### config.mk
export PLATFORM = sky130hd
export DESIGN_NAME = bus_interconnect_flat
export DESIGN_NICKNAME = d
export VERILOG_FILES = /design/src/rtl/bus_interconnect_if.sv /design/src/rtl/bus_interconnect.sv /design/src/flat_wrapper.sv
export SDC_FILE = /design/constraint.sdc
export NUM_CORES = 1
export LEC_CHECK = 0
export CORE_AREA = 4 4 139 141
export CTS_CLUSTER_DIAMETER = 150
export CTS_CLUSTER_SIZE = 20
export DETAILED_ROUTE_END_ITERATION = 10
export DIE_AREA = 0 0 143 145
export GPL_ROUTABILITY_DRIVEN = 0
export GPL_TIMING_DRIVEN = 0
export HOLD_SLACK_MARGIN = 0.15
export PLACE_DENSITY = 0.5
export SKIP_LAST_GASP = 1
export SLEW_MARGIN = 5
export SYNTH_ARGS = -nofsm -noshare
export SYNTH_HDL_FRONTEND = slang
export SYNTH_SLANG_ARGS = --single-unit
### constraint.sdc
create_clock -name clk -period 1.5 [get_ports clk]
set_clock_uncertainty 0.1 [all_clocks]
set_input_delay 0.3 -clock clk [delete_from_list [all_inputs] [get_ports clk]]
set_output_delay 0.3 -clock clk [all_outputs]
set_load 0.01 [all_outputs]
### src/rtl/bus_interconnect_if.sv
// Bus bundle for the single-master / two-slave interconnect.
// The master, slave and fabric modports give each party its own direction view.
interface bus_interconnect_if #(
    parameter int AW = 16,
    parameter int DW = 64
);
    logic          m_req;
    logic          m_wr;
    logic [AW-1:0] m_addr;
    logic [DW-1:0] m_dout;
    logic          m_grant;
    logic [DW-1:0] m_din;
    logic          s0_sel;
    logic          s1_sel;
    logic [AW-1:0] s_addr;
    logic [DW-1:0] s_din;
    logic          s_wr;
    logic [DW-1:0] s0_dout;
    logic [DW-1:0] s1_dout;

    modport master (
        output m_req, m_wr, m_addr, m_dout,
        input  m_grant, m_din
    );

    modport slave (
        input  s0_sel, s1_sel, s_addr, s_din, s_wr,
        output s0_dout, s1_dout
    );

    modport fabric (
        input  m_req, m_wr, m_addr, m_dout, s0_dout, s1_dout,
        output m_grant, m_din, s0_sel, s1_sel, s_addr, s_din, s_wr
    );
endinterface

### src/rtl/bus_interconnect.sv
// Single-master, two-slave interconnect: grant FSM, address decoder and
// one-cycle-delayed read-data return mux.
module bus_interconnect #(
    parameter int            AW      = 16,
    parameter int            DW      = 64,
    parameter logic [15:0]   S0_BASE = 16'h0000,
    parameter logic [15:0]   S1_BASE = 16'h0800
) (
    input  logic              clk,
    input  logic              reset_n,
    bus_interconnect_if.fabric bus
);
    localparam logic [0:0] ST_IDLE  = 1'b0;
    localparam logic [0:0] ST_GRANT = 1'b1;
    localparam int         WIN_LSB  = 11;

    logic [0:0]    state_q;
    logic [0:0]    state_d;
    logic [1:0]    rsel_q;
    logic [1:0]    rsel_d;
    logic          grant_s;
    logic [AW-1:0] s_addr_s;
    logic [DW-1:0] s_din_s;
    logic          s_wr_s;
    logic [1:0]    sel_s;
    logic [DW-1:0] m_din_s;

    // Window match on the top address bits; returns {s1_hit, s0_hit}.
    function automatic logic [1:0] decode_win(input logic [AW-1:0] addr);
        logic [1:0] hit;
        hit    = 2'b00;
        hit[0] = (addr[AW-1:WIN_LSB] == S0_BASE[AW-1:WIN_LSB]);
        hit[1] = (addr[AW-1:WIN_LSB] == S1_BASE[AW-1:WIN_LSB]);
        return hit;
    endfunction

    // Arbiter next state: hold the grant for as long as the master requests.
    always_comb begin
        state_d = state_q;
        case (state_q)
            ST_IDLE: begin
                if (bus.m_req) begin
                    state_d = ST_GRANT;
                end else begin
                    state_d = ST_IDLE;
                end
            end
            ST_GRANT: begin
                if (bus.m_req) begin
                    state_d = ST_GRANT;
                end else begin
                    state_d = ST_IDLE;
                end
            end
            default: state_d = ST_IDLE;
        endcase
    end

    assign grant_s = (state_q == ST_GRANT);

    // Forward master signals only while granted; otherwise park the slave bus at zero.
    always_comb begin
        s_addr_s = {AW{1'b0}};
        s_din_s  = {DW{1'b0}};
        s_wr_s   = 1'b0;
        sel_s    = 2'b00;
        if (grant_s) begin
            s_addr_s = bus.m_addr;
            s_din_s  = bus.m_dout;
            s_wr_s   = bus.m_wr;
            sel_s    = decode_win(bus.m_addr);
        end else begin
            s_addr_s = {AW{1'b0}};
            s_din_s  = {DW{1'b0}};
            s_wr_s   = 1'b0;
            sel_s    = 2'b00;
        end
    end

    assign rsel_d = sel_s;

    // Read return is a live mux keyed on last cycle's select, not a data latch.
    always_comb begin
        m_din_s = {DW{1'b0}};
        case (rsel_q)
            2'b01:   m_din_s = bus.s0_dout;
            2'b10:   m_din_s = bus.s1_dout;
            default: m_din_s = {DW{1'b0}};
        endcase
    end

    // Arbiter state and captured read select.
    always_ff @(posedge clk or negedge reset_n) begin
        if (!reset_n) begin
            state_q <= ST_IDLE;
            rsel_q  <= 2'b00;
        end else begin
            state_q <= state_d;
            rsel_q  <= rsel_d;
        end
    end

    assign bus.m_grant = grant_s;
    assign bus.s_addr  = s_addr_s;
    assign bus.s_din   = s_din_s;
    assign bus.s_wr    = s_wr_s;
    assign bus.s0_sel  = sel_s[0];
    assign bus.s1_sel  = sel_s[1];
    assign bus.m_din   = m_din_s;
endmodule

### src/flat_wrapper.sv
// flat-port wrapper written by rule: the top's interface ports become plain ports
module bus_interconnect_flat 
#(
    parameter int            AW      = 16,
    parameter int            DW      = 64,
    parameter logic [15:0]   S0_BASE = 16'h0000,
    parameter logic [15:0]   S1_BASE = 16'h0800
)
  (clk, reset_n, bus_m_req, bus_m_wr, bus_m_addr, bus_m_dout, bus_s0_dout, bus_s1_dout, bus_m_grant, bus_m_din, bus_s0_sel, bus_s1_sel, bus_s_addr, bus_s_din, bus_s_wr);
  bus_interconnect_if #(.AW(AW), .DW(DW)) bus_i ();
  input  logic clk;
  input  logic reset_n;
  input wire logic [$bits(bus_i.m_req)-1:0] bus_m_req;
  input wire logic [$bits(bus_i.m_wr)-1:0] bus_m_wr;
  input wire logic [$bits(bus_i.m_addr)-1:0] bus_m_addr;
  input wire logic [$bits(bus_i.m_dout)-1:0] bus_m_dout;
  input wire logic [$bits(bus_i.s0_dout)-1:0] bus_s0_dout;
  input wire logic [$bits(bus_i.s1_dout)-1:0] bus_s1_dout;
  output wire logic [$bits(bus_i.m_grant)-1:0] bus_m_grant;
  output wire logic [$bits(bus_i.m_din)-1:0] bus_m_din;
  output wire logic [$bits(bus_i.s0_sel)-1:0] bus_s0_sel;
  output wire logic [$bits(bus_i.s1_sel)-1:0] bus_s1_sel;
  output wire logic [$bits(bus_i.s_addr)-1:0] bus_s_addr;
  output wire logic [$bits(bus_i.s_din)-1:0] bus_s_din;
  output wire logic [$bits(bus_i.s_wr)-1:0] bus_s_wr;
  assign bus_i.m_req = bus_m_req;
  assign bus_i.m_wr = bus_m_wr;
  assign bus_i.m_addr = bus_m_addr;
  assign bus_i.m_dout = bus_m_dout;
  assign bus_i.s0_dout = bus_s0_dout;
  assign bus_i.s1_dout = bus_s1_dout;
  assign bus_m_grant = bus_i.m_grant;
  assign bus_m_din = bus_i.m_din;
  assign bus_s0_sel = bus_i.s0_sel;
  assign bus_s1_sel = bus_i.s1_sel;
  assign bus_s_addr = bus_i.s_addr;
  assign bus_s_din = bus_i.s_din;
  assign bus_s_wr = bus_i.s_wr;
  bus_interconnect #(.AW(AW), .DW(DW), .S0_BASE(S0_BASE), .S1_BASE(S1_BASE)) u_core (.clk(clk), .reset_n(reset_n), .bus(bus_i));
endmodule
==> results of run 1 <==
[logic make-up after synthesis]
family,Yosys count,share of synthesized area [%]
adders and majority gates,2,1.68
and+or+nand+nor,148,52.0
buffers and inverters,31,8.99
DFF,3,5.04
AOI/OAI and AO/OA,64,32.3
[sequential cells by signal (all words and copies together), names as in the netlist]
signal / flops
u_core.rsel_q: 2
u_core.bus.m_grant: 1
[area by class of cell]
cell class / instances / area, µm² / area share (%)
Multi-Input combinational cell: 214 / 1820 / 27.3
Tap cell: 229 / 287 / 4.30
Timing Repair Buffer: 411 / 4060 / 60.9
Buffer: 25 / 337 / 5.05
Inverter: 2 / 7.51 / 0.113
Sequential cell: 3 / 76.3 / 1.15
Clock buffer: 4 / 78.8 / 1.18
[per-layer routing]
layer | global-route usage [%] | wire (µm)
met5 | 0 | 0
met4 | 4.28 | 389
met3 | 4.08 | 1590
met2 | 28.0 | 8950
met1 | 13.0 | 5430
[repair_timing]
item	4_1_cts	5_1_grt
buffers inserted	31	9
endpoints found under the setup margin	148	149
resized for setup	802	150
cloned	9	6
hold endpoints to repair	0	0
pin swaps	11	15
[cell usage in the layout (no fill, tap or decap), types with 3 or more instances in the layout]
cell type / synthesis / final
buf_8: 0 / 6
clkbuf_8: 0 / 5
a22oi_2: 0 / 58
dlygate4sd2_1: 0 / 3
buf_2: 14 / 65
clkbuf_16: 0 / 9
clkdlybuf4s50_1: 0 / 207
buf_6: 0 / 119
buf_4: 0 / 9
and2_4: 0 / 79
clkbuf_4: 0 / 4
nor2_1: 64 / 63
a22oi_1: 64 / 6
buf_12: 0 / 9
[worst max-delay path, cell delays in order (launching register included)]
cell     delay, ns
dfrtp_1       0.40
inv_2         0.07
ha_4          0.19
buf_8         0.13
buf_12        0.12
buf_8         0.12
a22oi_2       0.17
nor2_1        0.06
buf_2         0.13
[how the worst max path moves through the flow]
stage,end,slack (ns),cells past startpoint
2_1_floorplan,bus_m_din[0],-0.06,5
3_3_place_gp,bus_s1_sel,-1.05,4
3_5_place_dp,bus_s1_sel,-1.04,4
4_1_cts,bus_m_din[10],-0.56,7
5_1_grt,bus_m_din[39],-0.59,8
6_report,bus_m_din[44],-0.51,8
[power by group through the flow]
stage | Clock [W] | Sequential (W) | Combinational [W]
global placement | 0 | 0.0000913 | 0.00103
CTS | 0.000429 | 0.0000858 | 0.00124
floorplan | 0 | 0.0000879 | 0.000201
finish | 0.000422 | 0.0000855 | 0.00137
detailed placement | 0 | 0.0000915 | 0.00104
global route | 0.000435 | 0.0000856 | 0.00145
[stage by stage]
step	setup TNS (ns)	setup WS [ns]	area (µm²)	power, W	hold slack (ns)
after floorplan	-3.79	-0.0617	1530	0.000289	-0.0956
after global placement	-82.76	-1.05	5410	0.00112	0.393
after detailed placement	-83.16	-1.04	5410	0.00113	0.399
after CTS	-52.24	-0.560	6200	0.00176	0.168
after global routing	-60.03	-0.594	6660	0.00197	0.186
final	-52.14	-0.511	6660	0.00188	0.171
==> results.cfg, run 1 <==
[power_and_ir_drop]
intPower_w = 0.00140
p_seq_share_pct = 4.5
p_leak_nw = 2.77
ir_drop_mv = 0.304
p_switching_w = 0.000478
netSwitchingFraction_pct = 25.4
clkPwrFrac_pct = 22.4
comb_power_share_pct = 73.0
power_density_mw_per_mm2 = 282

[die]
die-area_mm2 = 0.0207
dieWidth_um = 143
core_area_mm2 = 0.0180
start_util_pct = 8.29
ios = 360
die_height_um = 145
std_cell_rows = 49

[setup_path]
worstSetupStartpointType = register
worst-endpoint-required_ns = 1.10
criticalPathCategory = reg -> out
crit_start = u_core.rsel_q[1]$_DFF_PN0_
worstSetupEndpointType = primary output
reg2reg_slack_ns = 0.03
reg2reg_from = u_core.bus.m_grant$_DFF_PN0_
rr_endpoint = u_core.rsel_q[1]$_DFF_PN0_
ff2ff_path_depth = 4
worstPathArrival_ns = 1.61
path_max_fanout = 5

[yosys]
yosys.area.top_type_share_pct = 34.0
ys_seq_area_share_pct = 5.04
synth_cell_types = 12
synth-edff-count = 0
syn_nets = 462
synth-seq-cells = 3
synth_most_common_cell = and2_1
postSynthAreaPerCell_um2 = 6.00
yosys-top-cells-area = and2_1 34%, a22oi_1 32%, nor2_1 16%
syn-instance-count = 248
synth_warnings = 0
synthFlopType = dfrtp_1
async_reset_ff_share_pct = 100
synth_largest_area_cell = and2_1
syn_area_mm2 = 0.00149
synthTopCellsByCount = 81 x and2_1, 64 x a22oi_1, 64 x nor2_1

[routing]
first_iter_violations = 32
viasPerCell = 3.94
dr.pass1.iters = 4
wire_per_inst_um = 18.4
ant_nets = 0
num_vias = 3501
drc_errors = 0
routed_wl_mm = 16.4

[global_route]
gr-total-overflow = 0
grt_max_degree = 11
globalRouteTotalUtil_pct = 13.9
antenna_found_initial = 0
grt_pass1_wl_mm = 22.3
grt_pass1_vias = 3870

[final_layout]
drive_above_1_share_pct = 56.8
stdcell_count = 888
post-route-util_pct = 37.1
layout.nets = 874
syn2layout_area_growth_pct = 347
diodes = 0
fillCellCount = 1840

[clocking]
htree_levels = 1
clockBufferDepth = 2
cts_tree = built
cts_hold_buf = 0
insertion_delay_ns = 0.22
cts_buffers = 3
cts_root_buf = clkbuf_16
clock-sinks = 3
path_clk_slew_ns = 0.03

[hold_path]
hp-class = in -> async

[status]
status = finished, violations left
violations = setup timing

[placement]
dpl.cell_count = 836
hpwlAfterDp_mm = 12.7
io_buffers = 359

[sta]
rsz0062_at_grt = yes
worst_pin_slew_ns = 0.214
fin_ws_ns = -0.511
fin_crit_sh_pct = 134
finalMaxSlewViolations = 0
hold_violations = 0
finalSetupViolCount = 148
fmax_ghz = 0.497
relSlewSlack_pct = 85.7
fin_crit_ns = 2.01

[job]
maxCapViolations = 0
Power figures use the tool's default switching activity.
==> run 2: changes to the inputs <==
Settings changed: CORE_AREA 4 4 139 141 to 2 2 141 143, PLACE_DENSITY 0.5 to 0.48.
==> run 2 against run 1 <==
  * The run still ends with setup timing left
  * Sequential power is 0.7% higher
  * Global-route usage is 1.1 points lower
  * Maximum frequency hardly changed
  * First-iteration DRC count is 130% higher
  * Worst setup slack worse by 0.0014 ns
  * Design area is 1.4% higher
  * Combinational power hardly changed
  * Register-to-register slack worse by 0.05 ns
==> results.cfg, run 2 (same netlist as run 1, synthesis figures left out) <==
[routing]
top_layer_used = met5
wirelength_met1_mm = 5.34
wire_per_inst_um = 16.4
num_vias = 3538
routed_wl_mm = 15.2
viasPerCell = 3.81
dr.pass1.iters = 4
first_iter_violations = 72
ant_nets = 0
drc_errors = 0
route.met2.wl_mm = 8.33
wl_met3_mm = 1.36

[placement]
dpl.cell_count = 872
hpwlAfterDp_mm = 11.9
place_area_mm2 = 0.00546
dpl_worst_slack_ns = -1.10
io_buffers = 359

[die]
ios = 360
die-area_mm2 = 0.0207
dieWidth_um = 143
std_cell_rows = 51
core_area_mm2 = 0.0192
start_util_pct = 7.75
die_height_um = 145

[final_layout]
fillCellCount = 1968
final_area_mm2 = 0.00676
drive_above_1_share_pct = 56.8
largest_register_ffs = 2
most-common-layout-cells = 207 x clkdlybuf4s50_1, 107 x buf_6, 71 x buf_2
diodes = 0
regMostFlops = u_core.rsel_q
layout.nets = 879
stdcell_count = 929
final_common_cell = clkdlybuf4s50_1
syn2layout_area_growth_pct = 354

[clocking]
insertion_delay_ns = 0.22
cts_root_buf = clkbuf_16
htree_levels = 1
cts_buffers = 3
clockBufferDepth = 2
clock-sinks = 3
cts_tree = built
cts_hold_buf = 0
path_clk_slew_ns = 0.03

[power_and_ir_drop]
netSwitchingFraction_pct = 25.4
power_density_mw_per_mm2 = 277
ir_drop_mv = 0.213
clkPwrFrac_pct = 22.5
p_switching_w = 0.000476
comb_power_share_pct = 72.9
p_seq_share_pct = 4.6
intPower_w = 0.00139
p_leak_nw = 2.80
power_w = 0.00187

[sta]
rsz0062_at_grt = yes
fin_ws_ns = -0.513
fin_crit_sh_pct = 134
fmax_ghz = 0.497
fin_crit_ns = 2.01
fin_hold_ws_ns = 0.164
worst_pin_slew_ns = 0.274
finalMaxSlewViolations = 0
finalSetupViolCount = 150
hold_violations = 0
relSlewSlack_pct = 81.7

[global_route]
gr-total-overflow = 0
globalRouteTotalUtil_pct = 12.8
antenna_found_initial = 1
grt_pass1_vias = 3673
grt_pass1_wl_mm = 20.9
grt_max_degree = 11

[setup_path]
path_max_fanout = 4
criticalPathCategory = reg -> out
worstSetupStartpointType = register
worst-endpoint-required_ns = 1.10
worstSetupEndpointType = primary output
worstPathArrival_ns = 1.61

[status]
violations = setup timing
status = finished, violations left

[job]
maxCapViolations = 0

[hold_path]
hp-class = in -> async
==> run 2: changes by cell type in the layout (fill, tap and decap cells not counted), sizes merged <==
cell / previous run / this run
buf: 209 / 215
clkdlybuf4s15: 1 / 0
dlygate4sd2: 3 / 4
clkbuf: 20 / 19
==> run 2: stage by stage <==
stage	TNS, ns	utilization (%)
2_1_floorplan	-3.79	-
3_3_place_gp	-84.03	28.4
3_5_place_dp	-82.95	28.4
4_1_cts	-56.45	31.7
5_1_grt	-56.59	35.2
6_report	-50.37	35.2
==> run 2: cell type report <==
class                   instances  area, µm²  area share (%)
clock buffers                   4       78.8            1.17
multi-input cells             214       1830            27.0
plain buffers                  22        335            4.96
inverters                       2       7.51           0.111
well taps                     265        332            4.91
flip-flops and latches          3       76.3            1.13
repair buffers                419       4100            60.7
==> run 2: routing by layer <==
layer	track usage [%]	vias up
li1	-	1682
met1	13.4	1624
met2	25.6	214
met3	2.90	16
met4	2.28	2
met5	0	-
==> run 2: timing repair <==
action,in CTS,in global routing
cloned,5,7
hold endpoints to repair,0,0
endpoints found under the setup margin,150,150
buffers inserted,34,17
pin swaps,11,18
gates resized for setup,716,228
==> run 2: worst paths after layout <==
path                                              start                      endpoint  slack, ns  cells after the start
setup / recovery           u_core.bus.m_grant$_DFF_PN0_                    bus_s0_sel      -0.51                      4
hold / removal                                  reset_n  u_core.bus.m_grant$_DFF_PN0_       0.16                      1
setup reg to reg           u_core.bus.m_grant$_DFF_PN0_    u_core.rsel_q[1]$_DFF_PN0_      -0.02                      4
hold reg to reg            u_core.bus.m_grant$_DFF_PN0_    u_core.rsel_q[0]$_DFF_PN0_       0.89                      4
max in group asynchronous                       reset_n  u_core.bus.m_grant$_DFF_PN0_       0.98                      1
min in group clk                              bus_m_req  u_core.bus.m_grant$_DFF_PN0_       0.43                      1
==> run 2: worst max-delay path, stage by stage, from the launching register on <==
cell and delay [ns]:
dfrtp_2 0.38, buf_6 0.14, or4b_4 0.50, nor3_4 0.20, buf_2 0.17
==> run 2: power by group through the flow <==
stage / Clock, W / Combinational, W / Sequential (W)
global route: 0.000438 / 0.00143 / 0.0000862
floorplan: 0 / 0.000201 / 0.0000879
detailed placement: 0 / 0.00104 / 0.0000905
CTS: 0.000424 / 0.00117 / 0.0000860
global placement: 0 / 0.00103 / 0.0000910
finish: 0.000420 / 0.00136 / 0.0000861
==> run 3: changes to the inputs <==
Settings changed: PLACE_DENSITY 0.48 to not set, PLACE_DENSITY_LB_ADDON set to 0.15.
==> run 3 against run 2 <==
  * The flow still finishes with violations (setup timing)
  * Combinational power about the same
  * Maximum frequency rose by 0.37%
  * Register-to-register slack barely moved
  * Clock-buffer cell count did not move
  * Non-clock buffer count shrank 6
  * Critical path type unchanged
  * Critical endpoint is now bus_s1_sel
==> results.cfg, run 3 (same netlist as run 1, synthesis figures left out) <==
[placement]
dpl.cell_count = 872
io_buffers = 359
hpwlAfterDp_mm = 11.8

[setup_path]
worst-endpoint-required_ns = 1.10
cpMostUsedCell = buf_6
cp_slowest_cell = or4b_4
path_max_fanout = 4
slowest_delay_ns = 0.50
path_buf_inv = 2
criticalPathCategory = reg -> out
worstSetupStartpointType = register
crit_chain = buf_6 -> or4b_4 -> nor3b_4 -> buf_6
worstPathArrival_ns = 1.61
path_delay_family = simple AND/OR/NAND/NOR gates
worstSetupEndpointType = primary output

[power_and_ir_drop]
power_density_mw_per_mm2 = 280
intPower_w = 0.00139
clkPwrFrac_pct = 22.8
p_leak_nw = 2.70
p_switching_w = 0.000470
ir_drop_mv = 0.248
netSwitchingFraction_pct = 25.3
comb_power_share_pct = 72.6
p_seq_share_pct = 4.6

[clocking]
cts_root_buf = clkbuf_16
htree_levels = 1
cts_hold_buf = 0
clockBufferDepth = 2
path_clk_slew_ns = 0.03
insertion_delay_ns = 0.22
cts_buffers = 3
clock-sinks = 3
cts_tree = built

[final_layout]
drive_above_1_share_pct = 55.0
fillCellCount = 2002
largest_register_ffs = 2
stdcell_count = 923
most-common-layout-cells = 207 x clkdlybuf4s50_1, 111 x buf_6, 73 x and2_4
syn2layout_area_growth_pct = 345
layout.nets = 873
final_common_cell = clkdlybuf4s50_1
post-route-util_pct = 34.5
regMostFlops = u_core.rsel_q
diodes = 0

[sta]
finalMaxSlewViolations = 0
rsz0062_at_grt = yes
fin_crit_sh_pct = 134
fmax_ghz = 0.499
fin_crit_ns = 2.01
relSlewSlack_pct = 83.6
worst_pin_slew_ns = 0.245
finalSetupViolCount = 148
fin_ws_ns = -0.505
hold_violations = 0

[global_route]
grt_pass1_vias = 3533
grt.met1_usage_pct = 11.0
antenna_found_initial = 0
grt_use_met2_pct = 26.8
globalRouteTotalUtil_pct = 12.7
gr-total-overflow = 0
busiest_layer = met2
grt_pass1_wl_mm = 20.2
grt_max_degree = 11
grt_util_met3_pct = 4.19

[status]
violations = setup timing
status = finished, violations left

[routing]
dr.pass1.iters = 4
wire_per_inst_um = 15.9
drc_errors = 0
viasPerCell = 3.77
ant_nets = 0
num_vias = 3482
first_iter_violations = 45
routed_wl_mm = 14.7

[die]
start_util_pct = 7.75
std_cell_rows = 51
ios = 360
die_height_um = 145
die-area_mm2 = 0.0207
core_area_mm2 = 0.0192
dieWidth_um = 143

[job]
maxCapViolations = 0

[hold_path]
hp-class = in -> async
run 3: layout make-up:
type	count	area [µm²]	area share (%)
repair buffers	414	4100	61.8
well taps	265	332	5.00
inverters	2	7.51	0.113
plain buffers	21	262	3.94
flip-flops and latches	3	76.3	1.15
clock buffers	4	78.8	1.19
multi-input cells	214	1780	26.8
run 3: metrics by stage:
| stage | power [W] | hold WS (ns) | area [µm²] | setup WS, ns | setup TNS, ns |
|---|---|---|---|---|---|
| 6_report | 0.00186 | 0.159 | 6630 | -0.505 | -48.97 |
| 3_5_place_dp | 0.00113 | 0.398 | 5460 | -1.08 | -80.82 |
| 5_1_grt | 0.00194 | 0.176 | 6630 | -0.581 | -55.60 |
| 3_3_place_gp | 0.00112 | 0.391 | 5460 | -1.07 | -77.88 |
| 4_1_cts | 0.00171 | 0.161 | 6080 | -0.548 | -53.15 |
| 2_1_floorplan | 0.000289 | -0.0956 | 1530 | -0.0617 | -3.79 |
run 3: what timing repair did:
action                     CTS  global route
cloned                       7             4
setup endpoints to repair  150           150
pin swaps                    8            15
resized for setup          755           182
buffers inserted            32            20
run 3: layer usage:
layer | routed length, µm | vias to the layer above | share of wire [%]
met5 | 0 | - | 0
met4 | 121 | 0 | 0.82
met3 | 1560 | 4 | 11
met2 | 8540 | 202 | 58
met1 | 4460 | 1608 | 30
li1 | - | 1668 | -
run 3: final timing paths:
kind,depth (start not counted),endpoint,startpoint,slack [ns]
worst max-delay path,4,bus_s1_sel,u_core.bus.m_grant$_DFF_PN0_,-0.51
worst min-delay path,1,u_core.rsel_q[1]$_DFF_PN0_,reset_n,0.16
worst max register to register,4,u_core.rsel_q[1]$_DFF_PN0_,u_core.bus.m_grant$_DFF_PN0_,-0.03
worst min register to register,4,u_core.rsel_q[1]$_DFF_PN0_,u_core.bus.m_grant$_DFF_PN0_,0.89
max in group asynchronous,1,u_core.bus.m_grant$_DFF_PN0_,reset_n,0.99
min in group clk,1,u_core.bus.m_grant$_DFF_PN0_,bus_m_req,0.44
run 3: power by group through the flow:
stage,sequential (W),combinational [W],clock (W)
6_report,0.0000859,0.00135,0.000424
5_1_grt,0.0000860,0.00142,0.000438
4_1_cts,0.0000858,0.00119,0.000432
3_5_place_dp,0.0000908,0.00104,0
3_3_place_gp,0.0000902,0.00103,0
2_1_floorplan,0.0000879,0.000201,0
